<file path="config.mk">
export PLATFORM = sky130hd
export DESIGN_NAME = ram_rd_check
export DESIGN_NICKNAME = d
export VERILOG_FILES = /design/src/rtl/ram_test_pkg.sv /design/src/rtl/ram_rd_cmp_pipe.sv /design/src/rtl/ram_rd_check.sv
export SDC_FILE = /design/constraint.sdc
export NUM_CORES = 1
export LEC_CHECK = 0
export CORE_AREA = 2 2 60 62
export CTS_CLUSTER_DIAMETER = 150
export DETAILED_ROUTE_END_ITERATION = 10
export DIE_AREA = 0 0 62 64
export GPL_ROUTABILITY_DRIVEN = 1
export HOLD_SLACK_MARGIN = 0.1
export PLACE_DENSITY = 0.72
export SYNTH_ARGS = -nofsm -noshare
export SYNTH_HDL_FRONTEND = slang
export SYNTH_SLANG_ARGS = --single-unit
</file>
<file path="constraint.sdc">
create_clock -name clk -period 1.8 [get_ports clk]
set_clock_uncertainty 0.15 [all_clocks]
set_input_delay 0.27 -clock clk [delete_from_list [all_inputs] [get_ports clk]]
set_output_delay 0.27 -clock clk [all_outputs]
set_load 0.005 [all_outputs]
</file>
<file path="src/rtl/ram_test_pkg.sv">
// Shared definitions for the two-port RAM test slice: read-checker states,
// default geometry and the data pattern the writer stores at every address.
package ram_test_pkg;

  localparam int ADDR_W_DEF = 6;
  localparam int DEPTH      = 2 ** ADDR_W_DEF;
  localparam int PAT_W      = 32;

  typedef enum logic [1:0] {
    ST_IDLE  = 2'd0,
    ST_READ  = 2'd1,
    ST_DRAIN = 2'd2
  } rd_state_e;

  // Pattern word for an address: the address itself, zero-extended.
  function automatic logic [PAT_W-1:0] expected_word(input logic [PAT_W-1:0] addr);
    return addr;
  endfunction

endpackage

</file>
<file path="src/rtl/ram_rd_cmp_pipe.sv">
// Delay line that tracks each issued read for RD_LAT cycles, then compares
// the returned RAM word against the address pattern.
module ram_rd_cmp_pipe
  import ram_test_pkg::*;
#(
  parameter int ADDR_W = 6,
  parameter int DATA_W = 8,
  parameter int RD_LAT = 1
) (
  input  logic              clk,
  input  logic              rst_n,
  input  logic              issue_en,
  input  logic [ADDR_W-1:0] issue_addr,
  input  logic [DATA_W-1:0] rd_data,
  output logic              cmp_valid,
  output logic [ADDR_W-1:0] cmp_addr,
  output logic              mismatch
);

  logic [RD_LAT-1:0] vld_q;
  logic [ADDR_W-1:0] addr_q [RD_LAT];
  logic [DATA_W-1:0] exp_word;

  // NOTE: this small array is reset so reads in flight at reset never reach the compare.
  always_ff @(posedge clk or negedge rst_n) begin
    if (!rst_n) begin
      vld_q <= '0;
      for (int i = 0; i < RD_LAT; i++) addr_q[i] <= '0;
    end else begin
      // NOTE: non-blocking assignments let every stage shift from its old value in one edge.
      vld_q[0]  <= issue_en;
      addr_q[0] <= issue_addr;
      for (int i = 1; i < RD_LAT; i++) begin
        vld_q[i]  <= vld_q[i-1];
        addr_q[i] <= addr_q[i-1];
      end
    end
  end

  assign cmp_valid = vld_q[RD_LAT-1];
  assign cmp_addr  = addr_q[RD_LAT-1];
  assign exp_word  = DATA_W'(expected_word(PAT_W'(cmp_addr)));
  assign mismatch  = cmp_valid && (rd_data != exp_word);

endmodule

</file>
<file path="src/rtl/ram_rd_check.sv">
// Read-side checker: sweeps RAM port B while the writer's flag is high and
// reports pattern mismatches through sticky status, a count and the first bad address.
module ram_rd_check
  import ram_test_pkg::*;
#(
  parameter int ADDR_W = ADDR_W_DEF,
  parameter int DATA_W = 8,
  parameter int RD_LAT = 1,
  parameter int ERR_W  = 8
) (
  input  logic              clk,
  input  logic              rst_n,
  input  logic              ram_rd_flag,
  output logic              ram_rd_en,
  output logic [ADDR_W-1:0] ram_rd_addr,
  input  logic [DATA_W-1:0] ram_rd_data,
  output logic              chk_busy,
  output logic              sweep_done,
  output logic              err_flag,
  output logic [ERR_W-1:0]  err_cnt,
  output logic [ADDR_W-1:0] first_err_addr
);

  localparam logic [1:0] DRAIN_LAST = 2'(RD_LAT - 1);

  rd_state_e         state_q, state_d;
  logic [ADDR_W-1:0] addr_q;
  logic [1:0]        drain_cnt_q;
  logic              cmp_valid, mismatch;
  logic [ADDR_W-1:0] cmp_addr;
  logic              err_flag_q;
  logic [ERR_W-1:0]  err_cnt_q;
  logic [ADDR_W-1:0] first_q;

  // NOTE: next state is defaulted first so no path through the case infers a latch.
  always_comb begin
    state_d = state_q;
    case (state_q)
      ST_IDLE:  if (ram_rd_flag) state_d = ST_READ;
      ST_READ:  if (!ram_rd_flag) state_d = ST_DRAIN;
      ST_DRAIN: begin
        if (ram_rd_flag)                     state_d = ST_READ;
        else if (drain_cnt_q == DRAIN_LAST)  state_d = ST_IDLE;
      end
      default:  state_d = ST_IDLE;
    endcase
  end

  // The address advances past every issued read, so a resume from DRAIN
  // continues at the next unread word.
  always_ff @(posedge clk or negedge rst_n) begin
    if (!rst_n) begin
      state_q     <= ST_IDLE;
      addr_q      <= '0;
      drain_cnt_q <= '0;
    end else begin
      state_q <= state_d;
      if (state_q == ST_IDLE && state_d == ST_READ) addr_q <= '0;
      else if (state_q == ST_READ)                  addr_q <= addr_q + ADDR_W'(1);
      drain_cnt_q <= (state_q == ST_DRAIN) ? drain_cnt_q + 2'd1 : 2'd0;
    end
  end

  ram_rd_cmp_pipe #(
    .ADDR_W (ADDR_W),
    .DATA_W (DATA_W),
    .RD_LAT (RD_LAT)
  ) u_cmp_pipe (
    .clk        (clk),
    .rst_n      (rst_n),
    .issue_en   (ram_rd_en),
    .issue_addr (addr_q),
    .rd_data    (ram_rd_data),
    .cmp_valid  (cmp_valid),
    .cmp_addr   (cmp_addr),
    .mismatch   (mismatch)
  );

  // Error state is only ever cleared by reset.
  always_ff @(posedge clk or negedge rst_n) begin
    if (!rst_n) begin
      err_flag_q <= 1'b0;
      err_cnt_q  <= '0;
      first_q    <= '0;
    end else if (mismatch) begin
      err_flag_q <= 1'b1;
      if (err_cnt_q != '1) err_cnt_q <= err_cnt_q + ERR_W'(1);
      if (!err_flag_q)     first_q   <= cmp_addr;
    end
  end

  assign ram_rd_en      = (state_q == ST_READ);
  assign ram_rd_addr    = addr_q;
  assign chk_busy       = (state_q != ST_IDLE);
  assign sweep_done     = cmp_valid && (cmp_addr == '1);
  assign err_flag       = err_flag_q;
  assign err_cnt        = err_cnt_q;
  assign first_err_addr = first_q;

endmodule

</file>
==> flow_metrics.env <==
export IMPL_status="finished with violations"
export IMPL_violations="negative setup slack"
export IMPL_combPwrFrac=0.306
export IMPL_ys_flop_type="dfrtp_1"
export IMPL_synth_area_leaders="dfrtp_1 58%, xor2_1 8.3%, mux2_4 6.6%, ha_1 2.7%, nor2_1 2.5%"
export IMPL_core_um2=3280
export IMPL_hold_buffers=0
export IMPL_p_switching_w=0.000625
export IMPL_multi_input_area_um2=589
export IMPL_drc=0
export IMPL_die_x_um=62
export IMPL_crit_arrival_ns=1.90
export IMPL_placedCellCount=197
export IMPL_critPathLaunchType="input pin"
export IMPL_place_gp_congestion=0.775
export IMPL_cts_tree="yes"
export IMPL_die_h_um=64
export IMPL_ys_types=26
export IMPL_critical_path_class="in2reg"
export IMPL_antenna_cells=0
export IMPL_slew_viol_final=0
export IMPL_crit_path_end="first_err_addr[4]$_DFFE_PN0P_"
export IMPL_grt_usage=0.148
export IMPL_reg2reg_from="u_cmp_pipe.cmp_addr[3]$_DFF_PN0_"
export IMPL_powerDensity_nw_per_um2=1060
export IMPL_clockBufferDepth=2
export IMPL_synth_top_cell_area_share=0.583
export IMPL_fillers=291
export IMPL_fin_cells=212
export IMPL_drive_gt1_frac=0.277
export IMPL_routedWlPerCell_um=12.5
export IMPL_reg2reg_slack_ns=-0.03
export IMPL_yosysSeqAreaShare=0.583
export IMPL_via_count=1013
export IMPL_grt_max_degree=33
export IMPL_synth_nets=123
export IMPL_h_tree_depth=2
export IMPL_synth_most_common_cell="dfrtp_1"
export IMPL_ioPinCount=35
export IMPL_cp_slowest_stage_delay_ns=0.45
export IMPL_start_util=0.418
export IMPL_relSlewSlack=0.738
export IMPL_p_leak_nw=0.915
export IMPL_path_max_fanout=3
export IMPL_pre_cts_slack_ns=-0.367
export IMPL_synthCells=109
export IMPL_numCtsBuffers=5
export IMPL_detailedRoute_firstIterationViolations=10
export IMPL_p_total_w=0.00211
export IMPL_maxCapViolations=0
export IMPL_yosys_area_top_type="dfrtp_1"
export IMPL_p_sw_frac=0.296
export IMPL_rows=21
export IMPL_required_ns=1.86
export IMPL_hold_path_class="in2async"
export IMPL_drtAntennaViolNets=0
export IMPL_path_cells="clkdlybuf4s50_1 > xor2_2 > o41ai_4 > or2_1 > buf_6 > mux2_4"
export IMPL_area_growth_pct=44.9
export IMPL_finalCriticalPeriod_ns=1.84
export IMPL_clockPowerShare=0.198
export IMPL_yosysWarnings=0
export IMPL_critical_path_slowest_cell="clkdlybuf4s50_1"
export IMPL_finalCritPeriodShare=1.02
export IMPL_peakVddDrop_mv=0.534
export IMPL_synthArstFlopShare=1.00
export IMPL_antenna_found_initial=0
export IMPL_startpoint="ram_rd_data[3]"
export IMPL_worst_pin_slew_ns=0.393
export IMPL_cp_end_kind="flop"
export IMPL_dieArea_um2=3970
export IMPL_cts_sinks=32
export IMPL_path_clk_slew_ns=0.10
export IMPL_synth_edff_count=0
export IMPL_clkLatencyLatePin_ns=0.32
export IMPL_clock_root_buffer="clkbuf_4"
export IMPL_routed_via_density=4.78
export IMPL_drtPass1Iterations=4
export IMPL_hpwl_um=1920
export IMPL_p_int_w=0.00148
export IMPL_synth_commonest_cells="32 x dfrtp_1, 13 x xor2_1, 9 x nor2_1"
export IMPL_r2r_end="first_err_addr[4]$_DFFE_PN0P_"
export IMPL_portBuffers=34
export IMPL_seq_power_share=0.496
export IMPL_r2r_cells=5
export IMPL_grt_ovfl_total=0
export IMPL_routed_wl_um=2650
export IMPL_nets=179
export IMPL_rsz0062_at_grt="true"
export IMPL_grt_pass1_vias=970
export IMPL_synth_area_um2=1370
export IMPL_grt_pass1_wl_um=4310
export IMPL_fmax_ghz=0.545
export IMPL_ys_ff_latch=32
export IMPL_avgSynthCellArea_um2=12.6
export IMPL_finalSetupViolCount=6
export IMPL_seqCellArea_um2=805
export IMPL_fin_ws_ns=-0.0356
export IMPL_hold_viol=0
placed cells by master, fill, tap and decap left out, drive strengths merged, types with 3 or more instances in the layout:
master / instances
dfrtp: 32
clkdlybuf4s50: 31
buf: 16
xor2: 13
nor2: 9
nand2: 7
mux2: 7
clkbuf: 7
nand4: 5
nand3: 4
inv: 4
a21oi: 3
xnor2: 3
o21ai: 3
ha: 3
nor4: 3
worst max-delay path, delay by kind of cell:
kind | cells | cell delay (ns)
multiplexers | 1 | 0.29
AND/OR/NAND/NOR | 1 | 0.20
AO/OA/AOI/OAI | 1 | 0.36
buffers and inverters | 2 | 0.58
XOR/XNOR | 1 | 0.20
cell families after synthesis:
logic type,Yosys count,synth area share
AO/OA/AOI/OAI,7,0.0419
XOR/XNOR,16,0.102
adder cells (fa/ha/maj),3,0.0274
buffers and inverters,5,0.0191
flip-flops,32,0.583
multiplexers,7,0.0738
AND/OR/NAND/NOR,39,0.152
power groups by stage:
stage,sequential (W),combinational (W),clock [W]
5_1_grt,0.00107,0.000707,0.000469
2_1_floorplan,0.00104,0.000231,0
6_report,0.00105,0.000645,0.000417
4_1_cts,0.00104,0.000642,0.000431
3_5_place_dp,0.00106,0.000599,0
3_3_place_gp,0.00105,0.000583,0
per-stage QoR:
step           utilization  cell area (um2)  hold WS (ns)  TNS (ns)
2_1_floorplan            -             1380        -0.176    -0.643
3_3_place_gp         0.558             1830         0.251     -3.79
3_5_place_dp         0.558             1830         0.267     -4.12
4_1_cts              0.597             1960         0.190    -0.262
5_1_grt              0.606             1990         0.219    -0.816
6_report             0.606             1990         0.187    -0.206
final cells by class:
| cell class | instances | share of cell area |
|---|---|---|
| sequential | 32 | 0.404 |
| clock buffer | 6 | 0.0258 |
| multi-input combinational | 72 | 0.296 |
| timing repair buffer | 50 | 0.232 |
| inverter | 4 | 0.00755 |
| tap | 46 | 0.0289 |
| clock inverter | 2 | 0.00503 |
worst min path at each step:
| stage | from | to | slack (ns) | cells past startpoint |
|---|---|---|---|---|
| after detailed placement | ram_rd_addr[5]$_DFFE_PN0P_ | u_cmp_pipe.cmp_addr[5]$_DFF_PN0_ | 0.27 | 0 |
| after CTS | rst_n | err_cnt[6]$_DFFE_PN0P_ | 0.19 | 2 |
| final | rst_n | first_err_addr[0]$_DFFE_PN0P_ | 0.19 | 2 |
| after floorplan | rst_n | drain_cnt_q[0]$_DFF_PN0_ | -0.18 | 0 |
| after global placement | ram_rd_addr[5]$_DFFE_PN0P_ | u_cmp_pipe.cmp_addr[5]$_DFF_PN0_ | 0.25 | 0 |
| after global routing | rst_n | first_err_addr[1]$_DFFE_PN0P_ | 0.22 | 2 |
state kept, by name, indices dropped and copies added, names as in the netlist:
| signal | flops |
|---|---|
| u_cmp_pipe.cmp_valid | 1 |
| err_cnt | 8 |
| err_flag | 1 |
| drain_cnt_q | 2 |
| ram_rd_addr | 6 |
| first_err_addr | 6 |
| state_q | 2 |
| u_cmp_pipe.cmp_addr | 6 |
per-layer routing:
layer / global-route usage / part of all wire / vias up / wire, um
met4: 0.0638 / 0.016 / 0 / 42
li1: - / - / 482 / -
met2: 0.224 / 0.47 / 36 / 1250
met5: 0 / 0 / - / 0
met1: 0.186 / 0.44 / 489 / 1170
met3: 0.0547 / 0.070 / 6 / 186
timing repair:
action | CTS | global route
pin swaps | 1 | 0
endpoints found under the setup margin | 10 | 14
buffers inserted | 7 | 0
resized for setup | 8 | 10
Power figures use the tool's default switching activity.
